## config.mk

```make
export PLATFORM = sky130hd
export DESIGN_NAME = lpc_cycle_streamer
export DESIGN_NICKNAME = d
export VERILOG_FILES = /design/src/rtl/lpc_cycle_streamer_pkg.sv /design/src/rtl/lpc_sync_fifo.sv /design/src/rtl/lpc_cycle_streamer.sv
export SDC_FILE = /design/constraint.sdc
export NUM_CORES = 1
export LEC_CHECK = 0
export BUFFER_PORTS_ARGS = -buffer_cell sky130_fd_sc_hd__buf_2
export CAP_MARGIN = 20
export CORE_UTILIZATION = 45
export DETAILED_ROUTE_END_ITERATION = 10
export GPL_ROUTABILITY_DRIVEN = 0
export PLACE_DENSITY_LB_ADDON = 0.25
export SYNTH_ARGS = -nofsm -noshare
export SYNTH_HDL_FRONTEND = slang
export SYNTH_HIERARCHICAL = 1
export SYNTH_SLANG_ARGS = --single-unit
```

## constraint.sdc

```tcl
create_clock -name clk_i -period 4.3 [get_ports clk_i]
set_clock_uncertainty 0.15 [all_clocks]
set_input_delay 0.43 -clock clk_i [delete_from_list [all_inputs] [get_ports clk_i]]
set_output_delay 0.43 -clock clk_i [all_outputs]
set_load 0.01 [all_outputs]
```

## src/rtl/lpc_cycle_streamer_pkg.sv

```systemverilog
// Shared constants for the LPC cycle-record streamer: record field layout,
// cycle-type codes and the frame sync byte.
package lpc_cycle_streamer_pkg;

    localparam logic [1:0] LPC_CYC_WR      = 2'b01;
    localparam logic [1:0] LPC_CYC_RD      = 2'b11;
    localparam logic [7:0] LPC_STREAM_SYNC = 8'hA5;

    // Record layout: [27:12] address, [11:4] data, [1:0] cycle type
    localparam int LPC_REC_ADDR_LSB = 12;
    localparam int LPC_REC_ADDR_W   = 16;
    localparam int LPC_REC_DATA_LSB = 4;
    localparam int LPC_REC_DATA_W   = 8;
    localparam int LPC_REC_TYPE_LSB = 0;
    localparam int LPC_REC_TYPE_W   = 2;

    function automatic logic rec_type_ok(input logic [1:0] cyc_type);
        return (cyc_type == LPC_CYC_WR) || (cyc_type == LPC_CYC_RD);
    endfunction

endpackage

```

## src/rtl/lpc_sync_fifo.sv

```systemverilog
// Generic single-clock FIFO with extra-MSB pointers. Read data is registered
// on the read strobe; a write while full is accepted only alongside a read.
module lpc_sync_fifo #(
    parameter int WIDTH = 32,
    parameter int DEPTH = 16
) (
    input  logic                     clk_i,
    input  logic                     nrst_i,
    input  logic                     wr_en_i,
    input  logic [WIDTH-1:0]         wr_data_i,
    input  logic                     rd_en_i,
    output logic [WIDTH-1:0]         rd_data_o,
    output logic                     full_o,
    output logic                     empty_o,
    output logic [$clog2(DEPTH):0]   level_o
);
    localparam int AW = $clog2(DEPTH);

    logic [WIDTH-1:0] mem [DEPTH];
    logic [AW:0]      wr_ptr;
    logic [AW:0]      rd_ptr;
    logic             do_wr;
    logic             do_rd;

    assign empty_o = (wr_ptr == rd_ptr);
    assign full_o  = (wr_ptr[AW] != rd_ptr[AW]) && (wr_ptr[AW-1:0] == rd_ptr[AW-1:0]);
    assign level_o = wr_ptr - rd_ptr;
    assign do_rd   = rd_en_i && !empty_o;
    assign do_wr   = wr_en_i && (!full_o || do_rd);

    always_ff @(posedge clk_i or negedge nrst_i) begin
        if (!nrst_i) begin
            wr_ptr    <= '0;
            rd_ptr    <= '0;
            rd_data_o <= '0;
        end else begin
            if (do_wr) wr_ptr <= wr_ptr + 1'b1;
            if (do_rd) begin
                rd_ptr    <= rd_ptr + 1'b1;
                rd_data_o <= mem[rd_ptr[AW-1:0]];
            end
        end
    end

    always_ff @(posedge clk_i) begin
        if (do_wr) mem[wr_ptr[AW-1:0]] <= wr_data_i;
    end

endmodule

```

## src/rtl/lpc_cycle_streamer.sv

```systemverilog
// Buffers decoded LPC I/O cycle records and streams each one as a 5-byte
// frame (sync byte, then record MSB first) over valid/ready.
//
// state   | meaning
// ST_IDLE | no frame in flight, waiting for a buffered record
// ST_HDR  | sync byte presented
// ST_B3   | record[31:24] presented
// ST_B2   | record[23:16] presented
// ST_B1   | record[15:8] presented
// ST_B0   | record[7:0] presented; next frame may follow without a bubble
module lpc_cycle_streamer
    import lpc_cycle_streamer_pkg::*;
#(
    parameter int         FIFO_DEPTH = 16,
    parameter logic [7:0] SYNC_BYTE  = LPC_STREAM_SYNC
) (
    input  logic                          clk_i,
    input  logic                          nrst_i,
    input  logic [31:0]                   tdata_i,
    input  logic                          ready_i,
    output logic [7:0]                    m_tdata_o,
    output logic                          m_tvalid_o,
    input  logic                          m_tready_i,
    output logic [$clog2(FIFO_DEPTH):0]   fifo_level_o,
    output logic                          overflow_o,
    output logic [7:0]                    drop_cnt_o,
    input  logic                          clr_ovf_i
);
    typedef enum logic [2:0] {
        ST_IDLE, ST_HDR, ST_B3, ST_B2, ST_B1, ST_B0
    } st_e;

    st_e         state, state_nxt;
    logic [7:0]  tdata_nxt;
    logic        tvalid_nxt;
    logic        pop;
    logic        accept;
    logic        ready_q;
    logic        rec_ok;
    logic        push;
    logic        drop;
    logic        full;
    logic        empty;
    logic [31:0] rec;

    assign rec_ok = ready_i && !ready_q && rec_type_ok(tdata_i[LPC_REC_TYPE_LSB +: LPC_REC_TYPE_W]);
    assign push   = rec_ok && (!full || pop);
    assign drop   = rec_ok && full && !pop;
    assign accept = m_tvalid_o && m_tready_i;

    lpc_sync_fifo #(.WIDTH(32), .DEPTH(FIFO_DEPTH)) u_fifo (
        .clk_i     (clk_i),
        .nrst_i    (nrst_i),
        .wr_en_i   (push),
        .wr_data_i (tdata_i),
        .rd_en_i   (pop),
        .rd_data_o (rec),
        .full_o    (full),
        .empty_o   (empty),
        .level_o   (fifo_level_o)
    );

    always_ff @(posedge clk_i or negedge nrst_i) begin
        if (!nrst_i) begin
            ready_q    <= 1'b0;
            state      <= ST_IDLE;
            m_tdata_o  <= '0;
            m_tvalid_o <= 1'b0;
            overflow_o <= 1'b0;
            drop_cnt_o <= '0;
        end else begin
            ready_q    <= ready_i;
            state      <= state_nxt;
            m_tdata_o  <= tdata_nxt;
            m_tvalid_o <= tvalid_nxt;
            // A clear coinciding with a drop still records that drop
            if (clr_ovf_i) begin
                overflow_o <= drop;
                drop_cnt_o <= drop ? 8'd1 : 8'd0;
            end else if (drop) begin
                overflow_o <= 1'b1;
                if (drop_cnt_o != 8'hFF) drop_cnt_o <= drop_cnt_o + 8'd1;
            end
        end
    end

    // The popped record lands in the FIFO read register one edge later,
    // while the sync byte is on the bus, and holds until the next pop.
    always_comb begin
        state_nxt  = state;
        tdata_nxt  = m_tdata_o;
        tvalid_nxt = m_tvalid_o;
        pop        = 1'b0;
        case (state)
            ST_IDLE: if (!empty) begin
                pop        = 1'b1;
                tdata_nxt  = SYNC_BYTE;
                tvalid_nxt = 1'b1;
                state_nxt  = ST_HDR;
            end
            ST_HDR: if (accept) begin
                tdata_nxt = rec[31:24];
                state_nxt = ST_B3;
            end
            ST_B3: if (accept) begin
                tdata_nxt = rec[23:16];
                state_nxt = ST_B2;
            end
            ST_B2: if (accept) begin
                tdata_nxt = rec[15:8];
                state_nxt = ST_B1;
            end
            ST_B1: if (accept) begin
                tdata_nxt = rec[7:0];
                state_nxt = ST_B0;
            end
            ST_B0: if (accept) begin
                if (!empty) begin
                    pop       = 1'b1;
                    tdata_nxt = SYNC_BYTE;
                    state_nxt = ST_HDR;
                end else begin
                    tvalid_nxt = 1'b0;
                    state_nxt  = ST_IDLE;
                end
            end
            default: begin
                tvalid_nxt = 1'b0;
                state_nxt  = ST_IDLE;
            end
        endcase
    end

endmodule
```

==> results of run 1 <==
==> layout make-up <==
| cell class | count | area [µm²] |
|---|---|---|
| clock buffers | 73 | 1465 |
| flip-flops and latches | 576 | 16990 |
| repair buffers | 98 | 708.2 |
| well taps | 664 | 830.8 |
| inverters | 8 | 30.03 |
| multi-input cells | 569 | 5338 |
| clock inverters | 30 | 239.0 |
| fillers | 3965 | 23760 |
==> layer usage <==
layer  GRT usage [%]  wire length [µm]  up-vias
met5               0                 0        -
met4           6.277              1110        0
met3           3.317              2793       68
met2           32.87             24410      338
met1           27.25             21530     5862
li1                -                 -     5118
==> tightest hold or removal path: stages <==
cell and delay, ns:
sky130_fd_sc_hd__buf_2 0.12, sky130_fd_sc_hd__nand3_1 0.08, sky130_fd_sc_hd__nand3b_1 0.07, sky130_fd_sc_hd__o21ai_0 0.07
==> worst paths after layout <==
check	end	slack, ns	cells past startpoint
worst max-delay path	u_fifo/mem[4][10]	0.27	11
worst min-delay path	m_tvalid_o	0.05	4
worst max register to register	u_fifo/mem[4][10]	0.27	11
worst min register to register	overflow_o	0.33	1
max in group asynchronous	u_fifo/rd_data_o[27]	2.77	3
min in group asynchronous	drop_cnt_o[4]	0.31	2
==> cell usage in the layout, fill, tap and decap left out, types with 3 or more instances in the layout <==
cell,count
sky130_fd_sc_hd__edfxtp_1,512
sky130_fd_sc_hd__mux2i_1,133
sky130_fd_sc_hd__o22ai_1,69
sky130_fd_sc_hd__mux4_2,64
sky130_fd_sc_hd__dfrtp_1,61
sky130_fd_sc_hd__buf_2,59
sky130_fd_sc_hd__clkbuf_16,56
sky130_fd_sc_hd__nor2_1,47
sky130_fd_sc_hd__mux2_2,39
sky130_fd_sc_hd__a21oi_1,38
sky130_fd_sc_hd__a211oi_1,32
sky130_fd_sc_hd__buf_4,27
sky130_fd_sc_hd__clkbuf_1,17
sky130_fd_sc_hd__clkinv_1,15
sky130_fd_sc_hd__and2_2,15
sky130_fd_sc_hd__nand2_1,11
sky130_fd_sc_hd__o21ai_0,11
sky130_fd_sc_hd__nand3_1,10
sky130_fd_sc_hd__xnor2_1,10
sky130_fd_sc_hd__ha_1,10
sky130_fd_sc_hd__buf_12,9
sky130_fd_sc_hd__inv_1,8
sky130_fd_sc_hd__a2bb2oi_1,8
sky130_fd_sc_hd__clkinv_2,8
sky130_fd_sc_hd__nor3_1,7
sky130_fd_sc_hd__nor2b_1,7
sky130_fd_sc_hd__nand4_1,5
sky130_fd_sc_hd__and3_1,4
sky130_fd_sc_hd__a22oi_1,4
sky130_fd_sc_hd__a22o_1,4
sky130_fd_sc_hd__xor2_1,4
sky130_fd_sc_hd__a31oi_1,3
sky130_fd_sc_hd__a21o_1,3
sky130_fd_sc_hd__nand3b_1,3
sky130_fd_sc_hd__bufinv_16,3
sky130_fd_sc_hd__dlygate4sd3_1,3
==> state kept, by name, summed over array words and instances (netlist names) <==
register,flops
m_tdata_o,8
overflow_o,1
u_fifo/mem,512
m_tvalid_o,1
ready_q,1
state,3
u_fifo/rd_ptr,5
u_fifo/wr_ptr,5
u_fifo/rd_data_o,32
drop_cnt_o,8
==> synth_stat cells, types with 5 or more instances <==
library cell and number:
sky130_fd_sc_hd__o22ai_1 69, sky130_fd_sc_hd__a2bb2oi_1 8, sky130_fd_sc_hd__nand4_1 5, sky130_fd_sc_hd__mux4_2 64, sky130_fd_sc_hd__buf_2 22, sky130_fd_sc_hd__dfrtp_1 64, sky130_fd_sc_hd__nand3_1 11, sky130_fd_sc_hd__ha_1 10
sky130_fd_sc_hd__clkbuf_1 38, sky130_fd_sc_hd__nor2b_1 7, sky130_fd_sc_hd__a211oi_1 32, sky130_fd_sc_hd__and2_1 16, sky130_fd_sc_hd__edfxtp_1 512, sky130_fd_sc_hd__nor3_1 7, sky130_fd_sc_hd__nand2_1 11, sky130_fd_sc_hd__inv_1 8
sky130_fd_sc_hd__mux2i_1 133, sky130_fd_sc_hd__o21ai_0 11, sky130_fd_sc_hd__mux2_2 39, sky130_fd_sc_hd__xnor2_1 10, sky130_fd_sc_hd__a21oi_1 38, sky130_fd_sc_hd__nor2_1 48
==> cells by family (layout without fill, tap and decap cells) <==
group	after synthesis	in the layout	share of synthesized area, %
AOI/OAI and AO/OA	184	184	5.306
xor gates and xnor gates	14	14	0.5410
adders and majority gates	11	11	0.6404
buffers and inverters	79	209	1.684
DFF	576	576	74.91
muxes	236	236	14.17
and+or+nand+nor	124	124	2.749
==> power by group <==
part           internal, mW  switching, mW  leakage (nW)  total [mW]
clock network          2.58           2.01         0.829        4.59
registers              6.49          0.253          5.35        6.74
logic                  2.06           2.75          2.44        4.81
==> through the flow <==
stage | cell area, µm² | hold WS [ns] | utilization [%] | power (mW) | instances
2_1_floorplan | 22680 | -0.01559 | - | 10.18 | 1224
3_5_place_dp | 23860 | 0.3278 | 48.35 | 11.67 | 1912
6_report | 25600 | 0.04652 | 51.86 | 16.14 | 2018
3_3_place_gp | 23860 | 0.3273 | 48.35 | 11.64 | 1912
4_1_cts | 25600 | 0.01555 | 51.86 | 16.28 | 2018
5_1_grt | 25600 | 0.05593 | 51.86 | 16.80 | 2018
==> timing repair <==
action                                 4_1_cts  5_1_grt
hold buffers                                 3        0
endpoints found under the hold margin       37        0
resized for setup                            0        0
==> metrics.log, run 1 <==
[metrics] post-synthesis cell area: around 23,000 µm²
[metrics] max-cap check violation count: 0
[metrics] Worst setup EP type: flop
[metrics] launch instance of the worst min-delay path: m_tready_i
[metrics] count of unresolved DRC violations after routing: 0
[metrics] largest stage delay on the critical path: ~0.52 ns
[metrics] DR vias: around 11,000
[metrics] launching instance or port of the critical path: u_fifo/rd_ptr[3]
[metrics] global-route usage over all layers: 19.98%
[metrics] CTS root buffer: sky130_fd_sc_hd__clkbuf_16
[metrics] first drt pass iteration count: 5
[metrics] number of setup buffers added after CTS: 0
[metrics] register bit total from synthesis: between 500 and 600
[metrics] Skew-Pair Late Insertion Delay: 0.63 ns
[metrics] worst-path fanout max: 24
[metrics] DRT iter0 DRCs: 880
[metrics] RSZ-0062 raised after global routing: no
[metrics] Synth warnings: 6
[metrics] number of buffers and inverters on the critical path: 2
[metrics] family of cells with the greatest summed delay on the critical path: simple AND/OR/NAND/NOR gates
[metrics] synthesized area per cell: approximately 19 µm²
[metrics] number of placement rows: 81
[metrics] gate count of the mapped netlist: roughly 1,200
[metrics] top post-synthesis cells by area: sky130_fd_sc_hd__edfxtp_1 (68%), sky130_fd_sc_hd__dfrtp_1 (7.1%), sky130_fd_sc_hd__mux4_2 (6.4%)
[metrics] kind of path behind the tightest hold check: primary input to flop
[metrics] number of setup violations in the final report: 0
[metrics] Post-Place Worst Slack: 0.3848 ns
[metrics] total gr overflow: 0
[metrics] antenna-violating nets left: 0
[metrics] relative area change from synthesis to final layout: 12.94%
[metrics] post-detailed-route via-to-cell ratio: between 5 and 6
[metrics] highest achievable clock rate: ~250 MHz
[metrics] number of max-slew violations in the final report: 0
[metrics] die width: 226.4 µm
[metrics] number of hold violations in the final report: 0
[metrics] Clk pin slew, worst setup/hold paths: 0.06 ns
[metrics] Post-Syn Nets: between 1,000 and 1,500
[metrics] status: finished clean
[metrics] standard cell with the maximum stage delay on the critical path: sky130_fd_sc_hd__nor3b_1
[metrics] sort of element at the start of the critical path: flop
[metrics] placeable core region: 49,360 µm²
[metrics] count of H-tree levels built during CTS: 2
[metrics] setup slack of the critical path after layout: 0.2700 ns
[metrics] number of buffers created by CTS: 56
[metrics] setup_tns: 0 ns
[metrics] arrival time of data at the critical path endpoint: approximately 4.2 ns
[metrics] fraction of layout instances using a drive strength above 1: between 20% and 30%
[metrics] area share of the largest cell type after synthesis: around two thirds
[metrics] sequential cell area fraction in the yosys report: between 70% and 80%
[metrics] HPWL after detailed placement: approximately 30,000 µm
[metrics] cell taking the most area after synthesis: sky130_fd_sc_hd__edfxtp_1
[metrics] die footprint: a little over 50,000 µm²
[metrics] relative max-transition margin: between 20% and 30%
[metrics] average wire per standard cell: 24.70 µm
[metrics] effective utilization at floorplan: a little under half
[metrics] type of the worst setup path: flop to flop
[metrics] number of enable flip-flop cells after synthesis: approximately 510
[metrics] number of port buffers: 59
[metrics] TritonCTS Sinks: 576
[metrics] ordered cell list for the critical path: inv_1, ha_1, nand4_1, nor2_1, o41ai_1, a31oi_1, nor2_1, o31ai_1, nor3b_1, and2_2, buf_4
[metrics] number of antenna violations at the first check in global routing: 0
[metrics] required time at the worst-slack endpoint: approximately 4.4 ns
[metrics] die height: approximately 230 µm
[metrics] post-route minimum period: slightly above 4 ns
[metrics] Primary FF master, synth: sky130_fd_sc_hd__edfxtp_1
[metrics] Synth cell types: 54
[metrics] vias in the first global route: around 11,000
[metrics] static leakage power: 8.626 nW
[metrics] post-layout net count: 1,357
[metrics] share of synthesized registers carrying an async set or reset: between 10% and 20%
[metrics] clock tree from TritonCTS: done
[metrics] PD cells: 630.6 nW/µm²
[metrics] antenna diode instance count: 0
[metrics] Least-Margin Pin Slew: 1.142 ns
[metrics] startpoint of the worst-slack reg-to-reg timing path: u_fifo/rd_ptr[3]
[metrics] largest net degree at the start of global routing: 133
[metrics] Worst IR Drop VDD: between 0.4 and 0.5 mV
[metrics] share of the clock period used by the worst path: 93.72%
[metrics] Max clock buf depth: 3
[metrics] overall routed net length: 49,850 µm
[metrics] Boundary Pins: 60
[metrics] Most common cell on crit path: sky130_fd_sc_hd__nor2_1
[metrics] wire length of the first global-routing pass: 73,530 µm
Power figures use the tool's default switching activity.
==> inputs of run 2 (changes only) <==
--- a/config.mk
+++ b/config.mk
@@ -5,9 +5,10 @@
 export SDC_FILE = /design/constraint.sdc
 export NUM_CORES = 1
 export LEC_CHECK = 0
+export ABC_AREA = 1
 export BUFFER_PORTS_ARGS = -buffer_cell sky130_fd_sc_hd__buf_2
 export CAP_MARGIN = 20
-export CORE_UTILIZATION = 45
+export CORE_UTILIZATION = 56
 export DETAILED_ROUTE_END_ITERATION = 10
 export GPL_ROUTABILITY_DRIVEN = 0
 export PLACE_DENSITY_LB_ADDON = 0.25
==> run 2 against run 1 <==
- power increased by 9.7%
- wire length grew 21%
- final cell count rose by 52%
- hold slack improved by 0.023 ns
- non-clock buffer count decreased by 6
- count of clock-buffer cells in the layout up 10
- sequential power barely moved
- worst setup slack better by 0.31 ns
- core utilization is 12 points higher
- sequential share of layout area down 5.1 points
- maximum frequency is 8.4% higher
- first-iteration DRC count increased by 120%
- highest routed layer unchanged
==> metrics.log, run 2 <==
[metrics] status: finished clean
[metrics] HPWL after detailed placement: roughly 36,000 µm
[metrics] CTS root buffer: sky130_fd_sc_hd__clkbuf_16
[metrics] clock tree from TritonCTS: done
[metrics] highest achievable clock rate: approximately 270 MHz
[metrics] register bit total from synthesis: approximately 580
[metrics] number of hold violations in the final report: 0
[metrics] relative contribution of the clock network to total power: around 29%
[metrics] first drt pass iteration count: 5
[metrics] TritonCTS Sinks: approximately 580
[metrics] number of antenna violations at the first check in global routing: 0
[metrics] number of filler cells placed in the layout: 3,332
[metrics] largest stage delay on the critical path: ~0.47 ns
[metrics] Util after Layout: a little under two thirds
[metrics] arrival time of data at the critical path endpoint: 3.82 ns
[metrics] max-cap check violation count: 0
[metrics] number of max-slew violations in the final report: 0
[metrics] relative max-transition margin: approximately a third
[metrics] PD cells: 638.7 nW/µm²
[metrics] required time at the worst-slack endpoint: approximately 4.4 ns
[metrics] count of unresolved DRC violations after routing: 0
[metrics] gate count of the mapped netlist: 2,391
[metrics] highest-count cells in the layout ignoring fill and taps: sky130_fd_sc_hd__nand2_1 (738), sky130_fd_sc_hd__edfxtp_1 (512), sky130_fd_sc_hd__nand3_1 (378)
[metrics] synthesized area per cell: about 10 µm²
[metrics] post-layout net count: between 2,000 and 2,500
[metrics] vias in the first global route: about 16,000
[metrics] ordered cell list for the critical path: ha_1, nand2_1, nor2_2, nand2_2, inv_1, nor2_1, nand3_1, nand2_1, o21bai_1, inv_1, nand2_2, inv_2, nand2_1, nor2_4, buf_4
[metrics] antenna-violating nets left: 0
[metrics] die footprint: between 40,000 and 50,000 µm²
[metrics] overall routed net length: around 60,000 µm
[metrics] kind of path behind the tightest hold check: primary input to flop
[metrics] number of setup buffers added after CTS: 0
[metrics] Primary FF master, synth: sky130_fd_sc_hd__edfxtp_1
[metrics] Post-Syn Nets: 2,439
[metrics] Largest register FFs: roughly 500
[metrics] DR vias: between 15,000 and 20,000
[metrics] worst-path fanout max: 25
[metrics] die height: roughly 210 µm
[metrics] Least-Margin Pin Slew: 1.027 ns
[metrics] sequential cell area fraction in the yosys report: approximately two thirds
[metrics] leading cell type in the layout, fill and taps excluded: sky130_fd_sc_hd__nand2_1
[metrics] DRT iter0 DRCs: 1,972
[metrics] Worst Hold Slack: about 0.070 ns
[metrics] wire length of the first global-routing pass: 93,030 µm
[metrics] relative contribution of sequential cells to total power: 38.2%
[metrics] number of buffers created by CTS: 57
[metrics] share of synthesized registers carrying an async set or reset: about 11%
[metrics] global-route usage over all layers: approximately 28%
[metrics] post-synthesis cell area: roughly 25,000 µm²
[metrics] Synth warnings: 6
[metrics] final cell count without fillers: 3,067
[metrics] RSZ-0062 raised after global routing: no
[metrics] sort of element at the start of the critical path: flop
[metrics] setup_tns: 0 ns
[metrics] count of H-tree levels built during CTS: 2
[metrics] placed instance count: between 2,000 and 3,000
[metrics] switching pwr: 6.585 mW
[metrics] post-detailed-route via-to-cell ratio: 5.513
[metrics] number of setup violations in the final report: 0
[metrics] area share of the largest cell type after synthesis: 61.75%
[metrics] most frequent cells after synthesis: sky130_fd_sc_hd__nand2_1 (738), sky130_fd_sc_hd__edfxtp_1 (512), sky130_fd_sc_hd__nand3_1 (378)
[metrics] total gr overflow: 0
[metrics] Boundary Pins: 60
[metrics] Cell Int Power: 11.12 mW
[metrics] cell taking the most area after synthesis: sky130_fd_sc_hd__edfxtp_1
[metrics] sw frac: 37.18%
[metrics] standard cell with the maximum stage delay on the critical path: sky130_fd_sc_hd__buf_4
[metrics] library cell with the highest instance count after synthesis: sky130_fd_sc_hd__nand2_1
[metrics] average wire per standard cell: approximately 20 µm
[metrics] number of buffers and inverters on the critical path: 4
[metrics] Skew-Pair Late Insertion Delay: approximately 0.62 ns
[metrics] Most common cell on crit path: sky130_fd_sc_hd__nand2_1
[metrics] fraction of layout instances using a drive strength above 1: approximately a tenth
[metrics] Clk pin slew, worst setup/hold paths: 0.06 ns
[metrics] effective utilization at floorplan: between 50% and 60%
[metrics] family of cells with the greatest summed delay on the critical path: simple AND/OR/NAND/NOR gates
[metrics] post-route minimum period: between 3 and 4 ns
[metrics] Max clock buf depth: 3
[metrics] relative area change from synthesis to final layout: 11.37%
[metrics] number of port buffers: slightly below 60
[metrics] type of the worst setup path: flop to flop
[metrics] top post-synthesis cells by area: sky130_fd_sc_hd__edfxtp_1 (62%), sky130_fd_sc_hd__nand2_1 (11%), sky130_fd_sc_hd__nand3_1 (7.6%)
[metrics] die width: around 210 µm
[metrics] number of enable flip-flop cells after synthesis: between 500 and 600
[metrics] largest net degree at the start of global routing: about 180
[metrics] part of the total power dissipated in combinational logic: 33.2%
[metrics] placeable core region: approximately 43,000 µm²
[metrics] Synth cell types: 31
[metrics] Worst setup EP type: flop
[metrics] Worst IR Drop VDD: 0.5671 mV
[metrics] number of placement rows: 76
[metrics] share of the clock period used by the worst path: ~86%
[metrics] static leakage power: roughly 12 nW
==> run 2: final timing paths <==
kind | cells past startpoint | endpoint | slack, ns | start
min | 1 | u_fifo/mem[7][16] | 0.07 | tdata_i[16]
min reg2reg | 2 | m_tdata_o[3] | 0.33 | m_tdata_o[3]
max reg2reg | 15 | u_fifo/mem[12][25] | 0.58 | u_fifo/wr_ptr[2]
max in group asynchronous | 2 | u_fifo/rd_ptr[1] | 2.91 | nrst_i
min in group asynchronous | 2 | u_fifo/rd_data_o[4] | 0.36 | nrst_i
max | 15 | u_fifo/mem[12][25] | 0.58 | u_fifo/wr_ptr[2]
==> run 2: logic make-up after synthesis <==
family	count (synthesis)	synth area share, %
simple gates	1236	21.05
flops	576	68.19
buf+inv	474	8.091
compound gates	84	1.739
fa+ha+maj	11	0.5830
xor+xnor	10	0.3518
==> run 2: repair_timing <==
action / CTS / global route
endpoints found under the setup margin: 0 / 0
endpoints found under the hold margin: 68 / 0
hold buffers: 3 / 0
gates resized for setup: 0 / 0
==> run 2: layout make-up <==
cell class	instances	area [µm²]	share of cell area, %
clock buffers	83	1605	5.789
inverters	364	1376	4.964
diodes	1	2.502	0.009025
repair buffers	92	678.2	2.446
multi-input cells	1341	6026	21.73
well taps	585	732.0	2.640
flip-flops and latches	576	16990	61.26
clock inverters	25	322.8	1.164
==> run 2: routing by layer <==
| metal | global-route usage, % | part of all wire, % |
|---|---|---|
| met4 | 8.559 | 2.3 |
| met5 | 0 | 0 |
| met3 | 3.662 | 8.9 |
| met1 | 40.95 | 43 |
| met2 | 42.35 | 46 |
==> run 2: metrics by stage <==
stage	power, mW	worst slack [ns]	cell area (µm²)
3_3_place_gp	12.51	0.7260	25770
2_1_floorplan	10.90	0.02578	24900
6_report	17.71	0.5817	27730
5_1_grt	18.55	0.4198	27730
4_1_cts	17.68	0.6295	27730
3_5_place_dp	12.63	0.6536	25770
==> run 2: power groups by stage <==
stage	clock network (mW)	registers (mW)	logic (mW)
floorplan	0	6.77	4.13
global placement	0	6.86	5.65
detailed placement	0	6.87	5.76
CTS	5.12	6.76	5.80
global route	5.33	6.78	6.44
finish	5.07	6.76	5.88
==> inputs of run 3 (changes only) <==
--- a/config.mk
+++ b/config.mk
@@ -8,11 +8,11 @@
 export ABC_AREA = 1
 export BUFFER_PORTS_ARGS = -buffer_cell sky130_fd_sc_hd__buf_2
 export CAP_MARGIN = 20
-export CORE_UTILIZATION = 56
+export CORE_UTILIZATION = 59
+export CTS_BUF_LIST = sky130_fd_sc_hd__clkbuf_4 sky130_fd_sc_hd__clkbuf_8
 export DETAILED_ROUTE_END_ITERATION = 10
 export GPL_ROUTABILITY_DRIVEN = 0
 export PLACE_DENSITY_LB_ADDON = 0.25
 export SYNTH_ARGS = -nofsm -noshare
 export SYNTH_HDL_FRONTEND = slang
-export SYNTH_HIERARCHICAL = 1
 export SYNTH_SLANG_ARGS = --single-unit
==> run 3 against run 2 <==
- sequential cell count unchanged
- area after synthesis up 0.54%
- sequential share of layout area down 0.93 points
- sequential power up 0.6%
- critical path type unchanged
- largest power group unchanged
==> metrics.log, run 3 <==
[metrics] Clk pin slew, worst setup/hold paths: around 0.060 ns
[metrics] number of port buffers: 59
[metrics] count of H-tree levels built during CTS: 3
[metrics] most frequent cells after synthesis: sky130_fd_sc_hd__nand2_1 (764), sky130_fd_sc_hd__edfxtp_1 (512), sky130_fd_sc_hd__inv_1 (353)
[metrics] die footprint: ~43,000 µm²
[metrics] HPWL after detailed placement: 33,160 µm
[metrics] area share of the largest cell type after synthesis: approximately three fifths
[metrics] Max clock buf depth: 3
[metrics] overall routed net length: 61,880 µm
[metrics] number of hold violations in the final report: 0
[metrics] number of filler cells placed in the layout: approximately 3,100
[metrics] required time at the worst-slack endpoint: approximately 4.4 ns
[metrics] launch instance of the worst min-delay path: tdata_i[0]
[metrics] Crit Reg-Reg Endpoint: u_fifo.mem[6][28]
[metrics] register bit total from synthesis: between 500 and 600
[metrics] Util after Layout: between 60% and 70%
[metrics] post-synthesis cell area: roughly 25,000 µm²
[metrics] launching instance or port of the critical path: u_fifo.rd_ptr[0]
[metrics] die height: just over 200 µm
[metrics] number of buffers and inverters on the critical path: 2
[metrics] placed instance count: 3,000
[metrics] final cell count without fillers: roughly 3,200
[metrics] cells on worst reg2reg path: 9
[metrics] Worst IR Drop VDD: 0.4318 mV
[metrics] synthesized area per cell: slightly above 10 µm²
[metrics] Synth warnings: 0
[metrics] number of max-slew violations in the final report: 0
[metrics] largest net degree at the start of global routing: around 110
[metrics] Post-Syn Nets: roughly 2,500
[metrics] antenna-violating nets left: 0
[metrics] Least-Margin Pin Slew: 1.095 ns
[metrics] placeable core region: 41,850 µm²
[metrics] Primary FF master, synth: sky130_fd_sc_hd__edfxtp_1
[metrics] Boundary Pins: 60
[metrics] highest achievable clock rate: a little under 300 MHz
[metrics] Synth cell types: 33
[metrics] post-layout net count: ~2,600
[metrics] RSZ-0062 raised after global routing: no
[metrics] die width: roughly 210 µm
[metrics] kind of path behind the tightest hold check: primary input to flop
[metrics] number of setup violations in the final report: 0
[metrics] setup_tns: 0 ns
[metrics] ordered cell list for the critical path: ha_1, nand4_1, nor2_1, nand2_1, nand2_1, inv_2, nand2_1, nor2_4, buf_4
[metrics] Skew-Pair Late Insertion Delay: approximately 0.66 ns
[metrics] effective utilization at floorplan: 59.81%
[metrics] TritonCTS Sinks: between 500 and 600
[metrics] footprint of the flip-flops and latches: between 15,000 and 20,000 µm²
[metrics] status: finished clean
[metrics] share of synthesized registers carrying an async set or reset: 11.11%
[metrics] max-cap check violation count: 0
[metrics] wire length of the first global-routing pass: ~95,000 µm
[metrics] cell count of the worst hold path: 1
[metrics] sequential cell area fraction in the yosys report: 67.82%
[metrics] arrival time of data at the critical path endpoint: 3.47 ns
[metrics] largest stage delay on the critical path: 0.68 ns
[metrics] Most common cell on crit path: sky130_fd_sc_hd__nand2_1
[metrics] worst-path fanout max: 38
[metrics] total gr overflow: 0
[metrics] multi-input gate area in the final layout: between 6000 and 7000 µm²
[metrics] number of enable flip-flop cells after synthesis: around 510
[metrics] relative max-transition margin: 26.98%
[metrics] startpoint of the worst-slack reg-to-reg timing path: u_fifo.rd_ptr[0]
[metrics] count of unresolved DRC violations after routing: 0
[metrics] sort of element at the start of the critical path: flop
[metrics] number of antenna violations at the first check in global routing: 1
[metrics] highest-count cells in the layout ignoring fill and taps: sky130_fd_sc_hd__nand2_1 (764), sky130_fd_sc_hd__edfxtp_1 (512), sky130_fd_sc_hd__inv_1 (352)
[metrics] clock tree from TritonCTS: done
[metrics] cell taking the most area after synthesis: sky130_fd_sc_hd__edfxtp_1
[metrics] worst-case register-to-register setup slack: around 0.95 ns
[metrics] Worst setup EP type: flop
[metrics] vias in the first global route: between 15,000 and 20,000
[metrics] family of cells with the greatest summed delay on the critical path: simple AND/OR/NAND/NOR gates
[metrics] share of the clock period used by the worst path: between 70% and 80%
[metrics] antenna diode instance count: 0
[metrics] DRT iter0 DRCs: between 1,500 and 2,000
[metrics] first drt pass iteration count: 5
[metrics] leading cell type in the layout, fill and taps excluded: sky130_fd_sc_hd__nand2_1
[metrics] fraction of layout instances using a drive strength above 1: a little under an eighth
[metrics] number of buffers created by CTS: 90
[metrics] type of the worst setup path: flop to flop
[metrics] DR vias: 17,396
[metrics] static leakage power: around 12 nW
[metrics] global-route usage over all layers: 29.22%
[metrics] top post-synthesis cells by area: sky130_fd_sc_hd__edfxtp_1 (61%), sky130_fd_sc_hd__nand2_1 (11%), sky130_fd_sc_hd__dfrtp_1 (6.4%)
[metrics] Largest register FFs: a little over 500
[metrics] number of placement rows: 75
[metrics] relative area change from synthesis to final layout: 12.48%
[metrics] CTS root buffer: sky130_fd_sc_hd__clkbuf_8
[metrics] library cell with the highest instance count after synthesis: sky130_fd_sc_hd__nand2_1
[metrics] post-route minimum period: 3.351 ns
[metrics] gate count of the mapped netlist: between 2,000 and 2,500
[metrics] standard cell with the maximum stage delay on the critical path: sky130_fd_sc_hd__dfrtp_4
[metrics] average wire per standard cell: 19.34 µm
[metrics] PD cells: 612.3 nW/µm²
[metrics] post-detailed-route via-to-cell ratio: roughly 5.4
[metrics] terminating pin of the worst hold path: u_fifo.mem[6][0]
[run 3: routing by layer]
layer	part of all wire (%)	vias to the layer above	global-route usage, %
met3	9.0	169	5.721
met4	4.4	2	16.27
met5	0.027	-	0
li1	-	8186	-
met2	47	822	46.09
met1	40	8217	38.43
[run 3: timing repair]
item | 4_1_cts | 5_1_grt
buffers inserted | 0 | 0
hold buffers | 34 | 0
endpoints found under the hold margin | 433 | 0
gates resized for setup | 0 | 0
[run 3: power by group]
part           leakage [nW]  internal (mW)  switching [mW]  total, mW
Combinational          5.66           1.75            4.12       5.87
Sequential             5.36           6.48           0.313       6.80
Clock                 0.960           2.47            2.10       4.57
Total                  12.0           10.7            6.54       17.2
[run 3: logic make-up (layout without fill, tap and decap cells)]
group	count (synthesis)	after routing	synth area share (%)
XOR/XNOR	10	10	0.3499
adder cells (fa/ha/maj)	11	11	0.5798
flip-flops	576	576	67.82
AND/OR/NAND/NOR	1349	1349	22.49
buffers and inverters	471	654	7.523
AO/OA/AOI/OAI	60	60	1.235
[run 3: worst max path at each step]
stage / cells past startpoint / endpoint
finish: 9 / u_fifo.mem[6][28]
global route: 9 / u_fifo.mem[6][20]
CTS: 9 / u_fifo.mem[6][28]
detailed placement: 9 / u_fifo.mem[6][28]
global placement: 9 / u_fifo.mem[6][28]
floorplan: 11 / u_fifo.mem[11][0]
[run 3: metrics by stage]
stage	cell area, µm²	setup slack [ns]	hold slack [ns]	power [mW]
detailed placement	26020	0.9822	0.3063	12.69
global placement	26020	1.035	0.3085	12.55
finish	28150	0.9488	0.05530	17.24
floorplan	25030	0.5665	-0.01559	10.89
CTS	28150	0.9541	0.01676	17.26
global route	28150	0.7945	0.03527	18.19
[run 3: final cells by class]
type                            instances  area share, %
Multi-Input combinational cell       1430          22.38
Inverter                              362          4.857
Clock inverter                         35         0.6488
Tap cell                              539          2.395
Sequential cell                       576          60.33
Timing Repair Buffer                  127          3.662
Clock buffer                          130          5.733
